### config.mk
export PLATFORM = sky130hd
export DESIGN_NAME = tlul_tempsensor_ctrl
export DESIGN_NICKNAME = d
export VERILOG_FILES = /design/src/rtl/tempsensor_ctrl_pkg.sv /design/src/rtl/tempsensor_scan.sv /design/src/rtl/tlul_tempsensor_ctrl.sv
export SDC_FILE = /design/constraint.sdc
export NUM_CORES = 1
export LEC_CHECK = 0
export ABC_AREA = 1
export BUFFER_PORTS_ARGS = -buffer_cell sky130_fd_sc_hd__buf_2
export CAP_MARGIN = 0
export CORE_MARGIN = 4
export CORE_UTILIZATION = 55
export DETAILED_ROUTE_END_ITERATION = 8
export HOLD_SLACK_MARGIN = 0.06
export PLACE_DENSITY = 0.79
export SYNTH_ARGS = -nofsm -noshare
export SYNTH_HDL_FRONTEND = slang
export SYNTH_SLANG_ARGS = --single-unit
### constraint.sdc
create_clock -name clk_i -period 2.8 [get_ports clk_i]
set_clock_uncertainty 0.05 [all_clocks]
set_input_delay 0.56 -clock clk_i [delete_from_list [all_inputs] [get_ports clk_i]]
set_output_delay 0.56 -clock clk_i [all_outputs]
set_load 0.01 [all_outputs]
### src/rtl/tempsensor_ctrl_pkg.sv
// tempsensor_ctrl_pkg: TL-UL types, register map, field positions and scan states
package tempsensor_ctrl_pkg;
   typedef struct packed {
      logic        a_valid;
      logic [2:0]  a_opcode;
      logic [2:0]  a_param;
      logic [1:0]  a_size;
      logic [7:0]  a_source;
      logic [31:0] a_address;
      logic [3:0]  a_mask;
      logic [31:0] a_data;
      logic        d_ready;
   } tl_h2d_t;
   typedef struct packed {
      logic        d_valid;
      logic [2:0]  d_opcode;
      logic [2:0]  d_param;
      logic [1:0]  d_size;
      logic [7:0]  d_source;
      logic        d_sink;
      logic [31:0] d_data;
      logic        d_error;
      logic        a_ready;
   } tl_d2h_t;
   localparam logic [2:0] PUT_FULL = 3'd0, PUT_PART = 3'd1, GET = 3'd4;
   localparam logic [2:0] ACK = 3'd0, ACK_DATA = 3'd1;
   localparam logic [7:0] CTRL_OFS = 8'h00, CHEN_OFS = 8'h04, STATUS_OFS = 8'h08;
   localparam logic [7:0] THRESH_OFS = 8'h0C, INTREN_OFS = 8'h10, CLR_OFS = 8'h14;
   localparam int CTRL_START = 0, CTRL_CONT = 1, CTRL_CT = 4;
   localparam int ST_BUSY = 0, ST_DONE = 1, ST_TO = 2, ST_ALERT = 8;
   localparam int IE_DONE = 0, IE_ALERT = 1, IE_TO = 2;
   typedef enum logic [2:0] {S_IDLE, S_RST, S_CONV, S_STORE, S_NEXT, S_DONE} scan_state_e;
endpackage

### src/rtl/tempsensor_scan.sv
// tempsensor_scan: channel scan FSM, conversion timeout and result capture
module tempsensor_scan
   import tempsensor_ctrl_pkg::*;
#(
   parameter int NumCh    = 4,
   parameter int DoutW    = 24,
   parameter int TimeoutW = 16
) (
   input  logic                       i_clk,
   input  logic                       i_rst_n,
   input  logic                       i_start,
   input  logic                       i_continuous,
   input  logic [NumCh-1:0]           i_ch_en,
   input  logic [NumCh-1:0]           i_done,
   input  logic [NumCh*DoutW-1:0]     i_dout,
   input  logic [DoutW-1:0]           i_thresh,
   output logic                       o_busy,
   output logic                       o_done_set,
   output logic                       o_timeout_set,
   output logic [NumCh-1:0]           o_alert_set,
   output logic [NumCh-1:0]           o_rst_n,
   output logic [NumCh-1:0]           o_en,
   output logic [NumCh*(DoutW+1)-1:0] o_result
);
   localparam int ChW = NumCh > 1 ? $clog2(NumCh) : 1;
   scan_state_e r_state;
   logic [ChW-1:0] r_ch, w_low_ch, w_nxt_ch, w_go_ch;
   logic w_nxt_vld, w_go, r_rst_cnt, w_hit, w_to;
   logic [TimeoutW-1:0] r_cnt;
   logic [DoutW-1:0] w_dout;
   logic [NumCh-1:0] w_oh;
   logic [DoutW:0] r_result [NumCh];
   always_comb begin
      w_low_ch  = '0;
      w_nxt_ch  = '0;
      w_nxt_vld = 1'b0;
      for (int i = NumCh - 1; i >= 0; i--) begin
         if (i_ch_en[i]) w_low_ch = ChW'(i);
         if (i_ch_en[i] && ChW'(i) > r_ch) begin
            w_nxt_ch  = ChW'(i);
            w_nxt_vld = 1'b1;
         end
      end
   end
   assign w_dout        = i_dout[int'(r_ch)*DoutW +: DoutW];
   assign w_hit         = i_done[r_ch];
   assign w_to          = &r_cnt;
   assign w_oh          = NumCh'(1) << r_ch;
   assign o_busy        = r_state != S_IDLE;
   assign o_done_set    = r_state == S_DONE || (r_state == S_IDLE && i_start && ~|i_ch_en);
   assign o_timeout_set = r_state == S_CONV && !w_hit && w_to;
   assign o_alert_set   = (r_state == S_STORE && w_dout >= i_thresh) ? w_oh : '0;
   // every entry into RST funnels through one path so the reset pulse is always two cycles
   assign w_go    = (r_state == S_IDLE && i_start && |i_ch_en) || (r_state == S_NEXT && w_nxt_vld) ||
                    (r_state == S_DONE && i_continuous && |i_ch_en);
   assign w_go_ch = r_state == S_NEXT ? w_nxt_ch : w_low_ch;
   always_ff @(posedge i_clk or negedge i_rst_n) begin
      if (!i_rst_n) begin
         r_state   <= S_IDLE;
         r_ch      <= '0;
         r_rst_cnt <= 1'b0;
         r_cnt     <= '0;
         o_rst_n   <= '1;
         o_en      <= '0;
      end else if (w_go) begin
         r_state   <= S_RST;
         r_ch      <= w_go_ch;
         r_rst_cnt <= 1'b0;
         o_rst_n   <= ~(NumCh'(1) << w_go_ch);
      end else begin
         case (r_state)
            S_RST: begin
               r_rst_cnt <= 1'b1;
               if (r_rst_cnt) begin
                  r_state <= S_CONV;
                  r_cnt   <= '0;
                  o_rst_n <= '1;
                  o_en    <= w_oh;
               end
            end
            S_CONV: begin
               r_cnt <= r_cnt + 1'b1;
               if (w_hit || w_to) begin
                  r_state <= w_hit ? S_STORE : S_NEXT;
                  o_en    <= '0;
               end
            end
            S_STORE: r_state <= S_NEXT;
            S_NEXT:  r_state <= S_DONE;
            S_DONE:  r_state <= S_IDLE;
            default: r_state <= S_IDLE;
         endcase
      end
   end
   always_ff @(posedge i_clk or negedge i_rst_n) begin
      if (!i_rst_n) begin
         for (int i = 0; i < NumCh; i++) r_result[i] <= '0;
      end else if (r_state == S_STORE) begin
         r_result[r_ch] <= {1'b1, w_dout};
      end else if (o_timeout_set) begin
         r_result[r_ch] <= {1'b0, {DoutW{1'b1}}};
      end
   end
   always_comb begin
      o_result = '0;
      for (int i = 0; i < NumCh; i++) o_result[i*(DoutW+1) +: DoutW+1] = r_result[i];
   end
endmodule

### src/rtl/tlul_tempsensor_ctrl.sv
// tlul_tempsensor_ctrl: TL-UL register front end and status/interrupt logic for the sensor scanner
module tlul_tempsensor_ctrl
   import tempsensor_ctrl_pkg::*;
#(
   parameter int NumCh    = 4,
   parameter int DoutW    = 24,
   parameter int TimeoutW = 16
) (
   input  logic                   clk_i,
   input  logic                   rst_ni,
   input  tl_h2d_t                tl_i,
   output tl_d2h_t                tl_o,
   output logic [NumCh-1:0]       sens_rst_no,
   output logic [NumCh-1:0]       sens_en_o,
   output logic [3:0]             sens_conv_time_o,
   input  logic [NumCh*DoutW-1:0] sens_dout_i,
   input  logic [NumCh-1:0]       sens_done_i,
   output logic                   intr_o
);
   logic r_outstanding, r_d_error, r_continuous, r_scan_done, r_timeout;
   logic [2:0] r_d_opcode, r_intr_en;
   logic [1:0] r_d_size;
   logic [7:0] r_d_source;
   logic [31:0] r_d_data;
   logic [3:0] r_conv_time;
   logic [NumCh-1:0] r_ch_en, r_alert, w_alert_set;
   logic [DoutW-1:0] r_thresh;
   logic w_ack, w_we, w_re, w_legal, w_is_res, w_mapped, w_ro, w_err, w_wr, w_start;
   logic w_busy, w_done_set, w_to_set, w_unused;
   logic [7:0] w_addr;
   logic [31:0] w_clr, w_rdata, w_ctrl, w_st;
   logic [NumCh*(DoutW+1)-1:0] w_result;
   logic [DoutW:0] w_res_sel;
   assign w_ack     = tl_i.a_valid & ~r_outstanding;
   assign w_we      = tl_i.a_opcode == PUT_FULL || tl_i.a_opcode == PUT_PART;
   assign w_re      = tl_i.a_opcode == GET;
   assign w_legal   = (w_we || w_re) && tl_i.a_size <= 2'd2;
   assign w_addr    = tl_i.a_address[7:0];
   assign w_is_res  = w_addr[7:5] == 3'b001 && int'(w_addr[4:2]) < NumCh;
   assign w_mapped  = ~|tl_i.a_address[31:8] && (w_is_res || w_addr == CTRL_OFS || w_addr == CHEN_OFS ||
                      w_addr == STATUS_OFS || w_addr == THRESH_OFS || w_addr == INTREN_OFS || w_addr == CLR_OFS);
   assign w_ro      = w_addr == STATUS_OFS || w_is_res;
   assign w_err     = !w_legal || |w_addr[1:0] || !w_mapped || (w_we && w_ro) || (w_we && !(&tl_i.a_mask));
   assign w_wr      = w_ack && w_we && !w_err;
   assign w_start   = w_wr && w_addr == CTRL_OFS && tl_i.a_data[CTRL_START];
   assign w_clr     = (w_wr && w_addr == CLR_OFS) ? tl_i.a_data : '0;
   assign w_res_sel = w_result[int'(w_addr[4:2])*(DoutW+1) +: DoutW+1];
   assign w_unused  = ^tl_i.a_param;
   always_comb begin
      w_ctrl                  = '0;
      w_ctrl[CTRL_CONT]       = r_continuous;
      w_ctrl[CTRL_CT +: 4]    = r_conv_time;
      w_st                    = '0;
      w_st[ST_BUSY]           = w_busy;
      w_st[ST_DONE]           = r_scan_done;
      w_st[ST_TO]             = r_timeout;
      w_st[ST_ALERT +: NumCh] = r_alert;
      w_rdata                 = '0;
      case (w_addr)
         CTRL_OFS:   w_rdata = w_ctrl;
         CHEN_OFS:   w_rdata = 32'(r_ch_en);
         STATUS_OFS: w_rdata = w_st;
         THRESH_OFS: w_rdata = 32'(r_thresh);
         INTREN_OFS: w_rdata = 32'(r_intr_en);
         default:    w_rdata = w_is_res ? {w_res_sel[DoutW], 31'(w_res_sel[DoutW-1:0])} : '0;
      endcase
   end
   always_ff @(posedge clk_i or negedge rst_ni) begin
      if (!rst_ni) begin
         r_outstanding <= 1'b0;
         r_d_opcode    <= ACK;
         r_d_error     <= 1'b0;
         r_d_data      <= '0;
         r_d_source    <= '0;
         r_d_size      <= '0;
      end else if (w_ack) begin
         r_outstanding <= 1'b1;
         r_d_opcode    <= w_re ? ACK_DATA : ACK;
         r_d_error     <= w_err;
         r_d_data      <= w_err ? {32{w_re}} : (w_re ? w_rdata : '0);
         r_d_source    <= tl_i.a_source;
         r_d_size      <= tl_i.a_size;
      end else if (r_outstanding && tl_i.d_ready) begin
         r_outstanding <= 1'b0;
      end
   end
   // hardware sets are OR-ed in after the clear so a same-cycle event is never lost
   always_ff @(posedge clk_i or negedge rst_ni) begin
      if (!rst_ni) begin
         r_continuous <= 1'b0;
         r_conv_time  <= '0;
         r_ch_en      <= '0;
         r_thresh     <= '0;
         r_intr_en    <= '0;
         r_scan_done  <= 1'b0;
         r_timeout    <= 1'b0;
         r_alert      <= '0;
      end else begin
         if (w_wr && w_addr == CTRL_OFS) begin
            r_continuous <= tl_i.a_data[CTRL_CONT];
            r_conv_time  <= tl_i.a_data[CTRL_CT +: 4];
         end
         if (w_wr && w_addr == CHEN_OFS) r_ch_en <= tl_i.a_data[NumCh-1:0];
         if (w_wr && w_addr == THRESH_OFS) r_thresh <= tl_i.a_data[DoutW-1:0];
         if (w_wr && w_addr == INTREN_OFS) r_intr_en <= tl_i.a_data[2:0];
         r_scan_done <= (r_scan_done & ~w_clr[ST_DONE]) | w_done_set;
         r_timeout   <= (r_timeout & ~w_clr[ST_TO]) | w_to_set;
         r_alert     <= (r_alert & ~w_clr[ST_ALERT +: NumCh]) | w_alert_set;
      end
   end
   always_comb begin
      tl_o          = '0;
      tl_o.a_ready  = ~r_outstanding;
      tl_o.d_valid  = r_outstanding;
      tl_o.d_opcode = r_d_opcode;
      tl_o.d_size   = r_d_size;
      tl_o.d_source = r_d_source;
      tl_o.d_data   = r_d_data;
      tl_o.d_error  = r_d_error;
   end
   assign intr_o = (r_scan_done & r_intr_en[IE_DONE]) | (|r_alert & r_intr_en[IE_ALERT]) |
                   (r_timeout & r_intr_en[IE_TO]);
   assign sens_conv_time_o = r_conv_time;
   tempsensor_scan #(.NumCh(NumCh), .DoutW(DoutW), .TimeoutW(TimeoutW)) u_scan (
      .i_clk         (clk_i),
      .i_rst_n       (rst_ni),
      .i_start       (w_start),
      .i_continuous  (r_continuous),
      .i_ch_en       (r_ch_en),
      .i_done        (sens_done_i),
      .i_dout        (sens_dout_i),
      .i_thresh      (r_thresh),
      .o_busy        (w_busy),
      .o_done_set    (w_done_set),
      .o_timeout_set (w_to_set),
      .o_alert_set   (w_alert_set),
      .o_rst_n       (sens_rst_no),
      .o_en          (sens_en_o),
      .o_result      (w_result)
   );
endmodule

Word-level counts from Yosys, hierarchy flattened
Cells that the tools add are included.
{"block": "totals", "inputBits": 188, "register_bits": 219}
{"block": "op_classes", "mux": 44, "n_reduce_logical": 71, "n_shift": 4, "n_lt_le_gt_ge": 10, "n_addsub": 1, "eq_ne": 17, "mul": 2, "n_bitwise": 22}
{"cell": "$mux W100", "n": 2}
{"cell": "$pmux W32 S5", "n": 1}
{"cell": "$bwmux W100", "n": 1}
{"cell": "$shiftx A100 B9 Y25", "n": 1}
{"cell": "$mux W32", "n": 3}
{"cell": "$or A96 B96 Y96", "n": 1}
{"cell": "$shiftx A96 B32 Y24", "n": 1}
{"cell": "$demux W25 S2", "n": 1}
{"cell": "$pmux W16 S2", "n": 1}
{"cell": "$logic_and A1 B1 Y1", "n": 28}
{"cell": "$mux W25", "n": 1}
{"cell": "$ge A24 B24 Y1", "n": 1}
{"cell": "$mux W4", "n": 6}
{"cell": "$reduce_or A24 Y1", "n": 1}
{"cell": "$mux W2", "n": 9}
{"cell": "$logic_or A1 B1 Y1", "n": 17}
{"cell": "$add A16 B1 Y16 const B", "n": 1}
{"cell": "$eq A8 B4 Y1 const B", "n": 2}
{"cell": "$eq A8 B5 Y1 const B", "n": 2}
{"cell": "$mux W16", "n": 1}
{"cell": "$reduce_and A16 Y1", "n": 1}
{"cell": "$mux W12", "n": 1}
{"cell": "$mux W3", "n": 4}
{"cell": "$not A4 Y4", "n": 3}
{"cell": "38 further kinds", "n": 81}

Depth between registers and ports, before layout
{"block": "depth", "depth_word": 23, "ltp_mapped": 17, "ltp_nobuf": 15}

By module
Synthesis repeated with hierarchy kept, for this count alone.
{"block": "hier_totals", "hier_cells": 1549, "hier_area_um2": 11531.1}
{"module": "tempsensor_scan", "seq_area_each_um2": 3258.1, "instances": 1, "cells_per_inst": 934, "area_each_um2": 7030.5}
{"module": "tlul_tempsensor_ctrl", "seq_area_each_um2": 2026.9, "instances": 1, "cells_per_inst": 615, "area_each_um2": 4500.6}

Worst setup path after synthesis
Ideal clock, no wire load.
{"block": "synth_path", "path_type": "register to register", "startpoint": "register u_scan.r_ch[1]", "endpoint": "register r_alert[2]", "setup_ns": 0.121, "n_path_buf": 2, "stages_incl_launch_ff": 16, "required_ns": 2.629, "slack_ns": 0.213, "arrival_ns": 2.417, "path_cell_list": "dfrtp_1 > nand2_1 > inv_1 > clkbuf_1 > buf_1 > a221oi_1 > nand2_1 > ha_1 > a21oi_1 > o21ai_0 > nand2_1 > o311ai_0 > nand3_1 > nand4_1 > nand3_1 > nand2_1"}
{"block": "synth_via", "elab_chain_len": 6, "word_cells_on_any_way": 7, "cone_classes": "mul (1); order compare (1); shift (2); mux (1); bitwise (1); reduce/logical (1)"}
{"item": "start, declared", "line_no": "tempsensor_scan.sv:27", "rtl": "logic [ChW-1:0] r_ch, w_low_ch, w_nxt_ch, w_go_ch;"}
{"item": "start signal, assigned", "line_no": "tempsensor_scan.sv:67", "rtl": "r_ch <= w_go_ch;"}
{"item": "$mul A2 B2 Y4", "line_no": "tempsensor_scan.sv:45", "rtl": "assign w_dout = i_dout[int'(r_ch)*DoutW +: DoutW];"}
{"item": "$shiftx A96 B32 Y24", "line_no": "tempsensor_scan.sv:45"}
{"item": "$ge A24 B24 Y1", "line_no": "tempsensor_scan.sv:52", "rtl": "assign o_alert_set = (r_state == S_STORE && w_dout >= i_thresh) ? w_oh : '0;"}
{"item": "$logic_and A1 B1 Y1", "line_no": "tempsensor_scan.sv:52"}
{"item": "$mux W4 (*)", "line_no": "tempsensor_scan.sv:52"}
{"item": "$or A4 B4 Y4 (*)", "line_no": "tlul_tempsensor_ctrl.sv:108", "rtl": "r_alert <= (r_alert & ~w_clr[ST_ALERT +: NumCh]) | w_alert_set;"}
{"item": "end signal, assigned", "line_no": "tlul_tempsensor_ctrl.sv:108"}
{"item": "end, declared", "line_no": "tlul_tempsensor_ctrl.sv:26", "rtl": "logic [NumCh-1:0] r_ch_en, r_alert, w_alert_set;"}
Every way passes the cells marked *; elsewhere a longest branch is shown, timed or not.
A chain may end at the register's enable or synchronous reset.

Final worst setup path
{"block": "layout_path", "startpoint": "register u_scan.r_ch[0]", "endpoint": "register r_alert[0]"}
The elaborated chain is that of the path after synthesis.

==> results.json <==
{
  "synthTopCellsByArea": "dfrtp_1, nand2_1, o21ai_0, nand3_1, inv_1",
  "cts.clk_slew.worst_paths_ps": 60,
  "peakVddDrop_v": 0.000508,
  "avgRoutedWirePerCell_um": 19.2,
  "path_cells": "nand2_2 > clkinvlp_4 > buf_12 > buf_12 > a221oi_4 > nand2_1 > ha_4 > nand2_1 > inv_1 > o21ai_0 > a21oi_1 > nor2_2 > nand4_1 > nand3_1 > nand2_1",
  "period_share_pct": 99.7,
  "maxCapViolations": 0,
  "rsz0062_at_grt": "true",
  "cpPeakStageDelay_ps": 410,
  "crit_path_frequent_cell": "nand2_1",
  "track_usage_pct": 32.0,
  "clock.fmax_ghz": 0.358,
  "path_delay_family": "simple AND/OR/NAND/NOR gates",
  "finalHoldViolCount": 0,
  "syn_area_per_cell_um2": 7.84,
  "gp_congestion": 0.946,
  "powerDensity_nw_per_um2": 558,
  "layout-drive-gt1-share_pct": 24.9,
  "fin_ws_ps": 8.66,
  "worst-path-buf-inv": 4,
  "multi_input_area_um2": 5470,
  "initial_core_util_pct": 56.0,
  "crit_path_max_fanout": 8,
  "tightestPinTransition_ps": 630,
  "fp.dieH_um": 152,
  "hold_path_class": "in -> reg",
  "root_buffer": "clkbuf_16",
  "report.power.total_uw": 8000,
  "relSlewSlack_pct": 57.9,
  "insertion_delay_ps": 510,
  "vias": 11732,
  "fp-row-count": 52,
  "netlist_area_um2": 11300,
  "routed_wl_mm": 38.6,
  "regArea_um2": 5290,
  "critical_path_class": "reg -> reg",
  "grt_pass1_vias": 11161,
  "grt_start_max_net_pins": 73,
  "die_x_um": 152,
  "slowest_stage": "dfrtp_1",
  "clkSinkCount": 211,
  "yosys_warnings": 0,
  "grt_pass1_wl_mm": 57.6,
  "vias_per_cell": 5.85,
  "numPortBuffers": 235,
  "drt_iter0_drc": 1147,
  "drc": 0,
  "p_leak_uw": 0.00698,
  "hpwl_mm": 26.7,
  "layout.cells.non_filler": 2007,
  "met2_usage_pct": 51.4,
  "fin_util_pct": 70.9,
  "min_period_ps": 2790,
  "ys_types": 48,
  "firstDrtPassIters": 8,
  "crit_arrival_ps": 3130,
  "worstSetupEndpointType": "flip-flop",
  "cp_data_required_time_ps": 3140,
  "grt_overflow": 0,
  "drtAntennaViolNets": 0,
  "io_pins": 253,
  "cp-start-kind": "flip-flop",
  "use_met3_pct": 5.86,
  "gr-usage-met1_pct": 41.1,
  "holdWs_ps": 194,
  "slew_violations": 0,
  "setup_viol": 0,
  "die-area_um2": 23000,
  "antenna_found_initial": 3,
  "core_um2": 20200,
  "layout.nets": 1931,
  "cts_buffer_depth": 3,
  "syn2layout_area_growth_pct": 26.6,
  "dpl.cell_count": 1955,
  "status": "complete, no violations",
  "yosysSeqAreaShare_pct": 46.6,
  "top_usage_layer": "met2",
  "synth.ff_latch_count": 211,
  "synth.top_cell.area_share_pct": 45.7,
  "synthesis.instances": 1445,
  "place_ws_ps": -50.3,
  "cts_buffers": 23,
  "synth_area_leader_cell": "dfrtp_1",
  "cts_tree": "built",
  "htree_levels": 1,
  "fillers": 1617
}
## placed cells by master, fill, tap and decap left out, types with 15 or more instances in the layout
master / instances
a21oi_1: 41
a22oi_1: 16
a31oi_1: 16
buf_2: 234
buf_4: 75
clkbuf_16: 24
dfrtp_1: 207
ha_1: 18
inv_1: 130
nand2_1: 398
nand3_1: 106
nand4_1: 24
nor2_1: 107
o21a_1: 15
o21ai_0: 125
## cells by family after synthesis
group,share of synthesized area [%]
compound gates,16.3
flops,46.6
other cells,0.0331
fa+ha+maj,2.76
buf+inv,7.92
mux,1.39
simple gates,24.6
xor+xnor,0.387
## worst paths after layout
kind	from	endpoint	slack (ps)	depth (start not counted)
hold / removal	tl_i[71]	r_d_source[2]$_DFFE_PN0P_	190	3
max in group asynchronous	rst_ni	u_scan.o_rst_n[2]$_DFFE_PN1P_	1250	3
setup reg to reg	u_scan.r_ch[0]$_DFFE_PN0P_	r_alert[0]$_DFF_PN0_	9	15
hold reg to reg	r_d_source[2]$_DFFE_PN0P_	r_d_source[2]$_DFFE_PN0P_	420	2
min in group asynchronous	rst_ni	u_scan.o_result[94]$_DFFE_PN0P_	590	2
setup / recovery	u_scan.r_ch[0]$_DFFE_PN0P_	r_alert[0]$_DFF_PN0_	9	15
## metrics by stage
step	TNS, ps	instance area [µm²]
after floorplan	0	11300
after global placement	0	13200
after detailed placement	-175	13200
after CTS	0	14000
after global routing	-489	14300
final	0	14300
## final cells by class
cell class / count / area share (%)
repair buffers: 326 / 14.2
clock buffers: 32 / 4.53
flip-flops and latches: 211 / 36.8
clock inverters: 9 / 0.314
well taps: 270 / 2.36
inverters: 137 / 3.61
diodes: 3 / 0.0523
multi-input cells: 1019 / 38.1
## Yosys cell counts, drive strengths merged
master / n
a211oi: 5
nand2: 408
nor3b: 1
xnor2: 4
a22oi: 16
mux2: 12
a22o: 15
clkinv: 2
nand3: 108
o21ai: 129
o21a: 15
nand4: 24
clkbuf: 54
nor4: 3
nand3b: 1
dfrtp: 207
o221ai: 14
o211ai: 2
a221oi: 13
o22ai: 5
nor3: 12
a31oi: 16
o31a: 1
inv: 135
nor2: 114
a32oi: 1
conb: 1
o311ai: 10
dfstp: 4
a21oi: 53
o2111ai: 3
o41ai: 1
buf: 29
o32ai: 1
xor2: 1
ha: 25
## where the power goes
group / total [µW] / internal [µW] / switching (µW)
Clock: 2850 / 1610 / 1230
Combinational: 1600 / 590 / 1010
Sequential: 3550 / 3360 / 190
Total: 8000 / 5570 / 2430
## flip-flops by register name, indices dropped and copies added, names as in the netlist, 3 cells and up
signal	flops
u_scan.o_en	4
u_scan.o_result	100
r_thresh	24
u_scan.o_rst_n	4
r_ch_en	4
r_alert	4
r_d_data	26
sens_conv_time_o	4
u_scan.r_cnt	16
u_scan.r_state	3
r_d_source	8
r_intr_en	3
## tightest hold or removal path, cell delays in order
cell and delay (ps):
buf_2 80, nand2_1 40, nand2_1 40
## timing repair
action                                 in CTS  in global routing
gates cloned                                0                  1
buffers inserted                            1                  5
hold buffers                                1                  0
pin swaps                                   2                 17
endpoints found under the hold margin      39                  0
resized for setup                          10                 44
setup endpoints to repair                   4                  7
## layer usage
metal  share of wire [%]  wire length, µm  vias up
li1                    -                -     5385
met1                  37            14200     5493
met2                  47            18000      689
met3                 9.9             3820      165
met4                 6.7             2600        0
met5                   0                0        -
No activity file was read; power rests on OpenSTA's default activity.
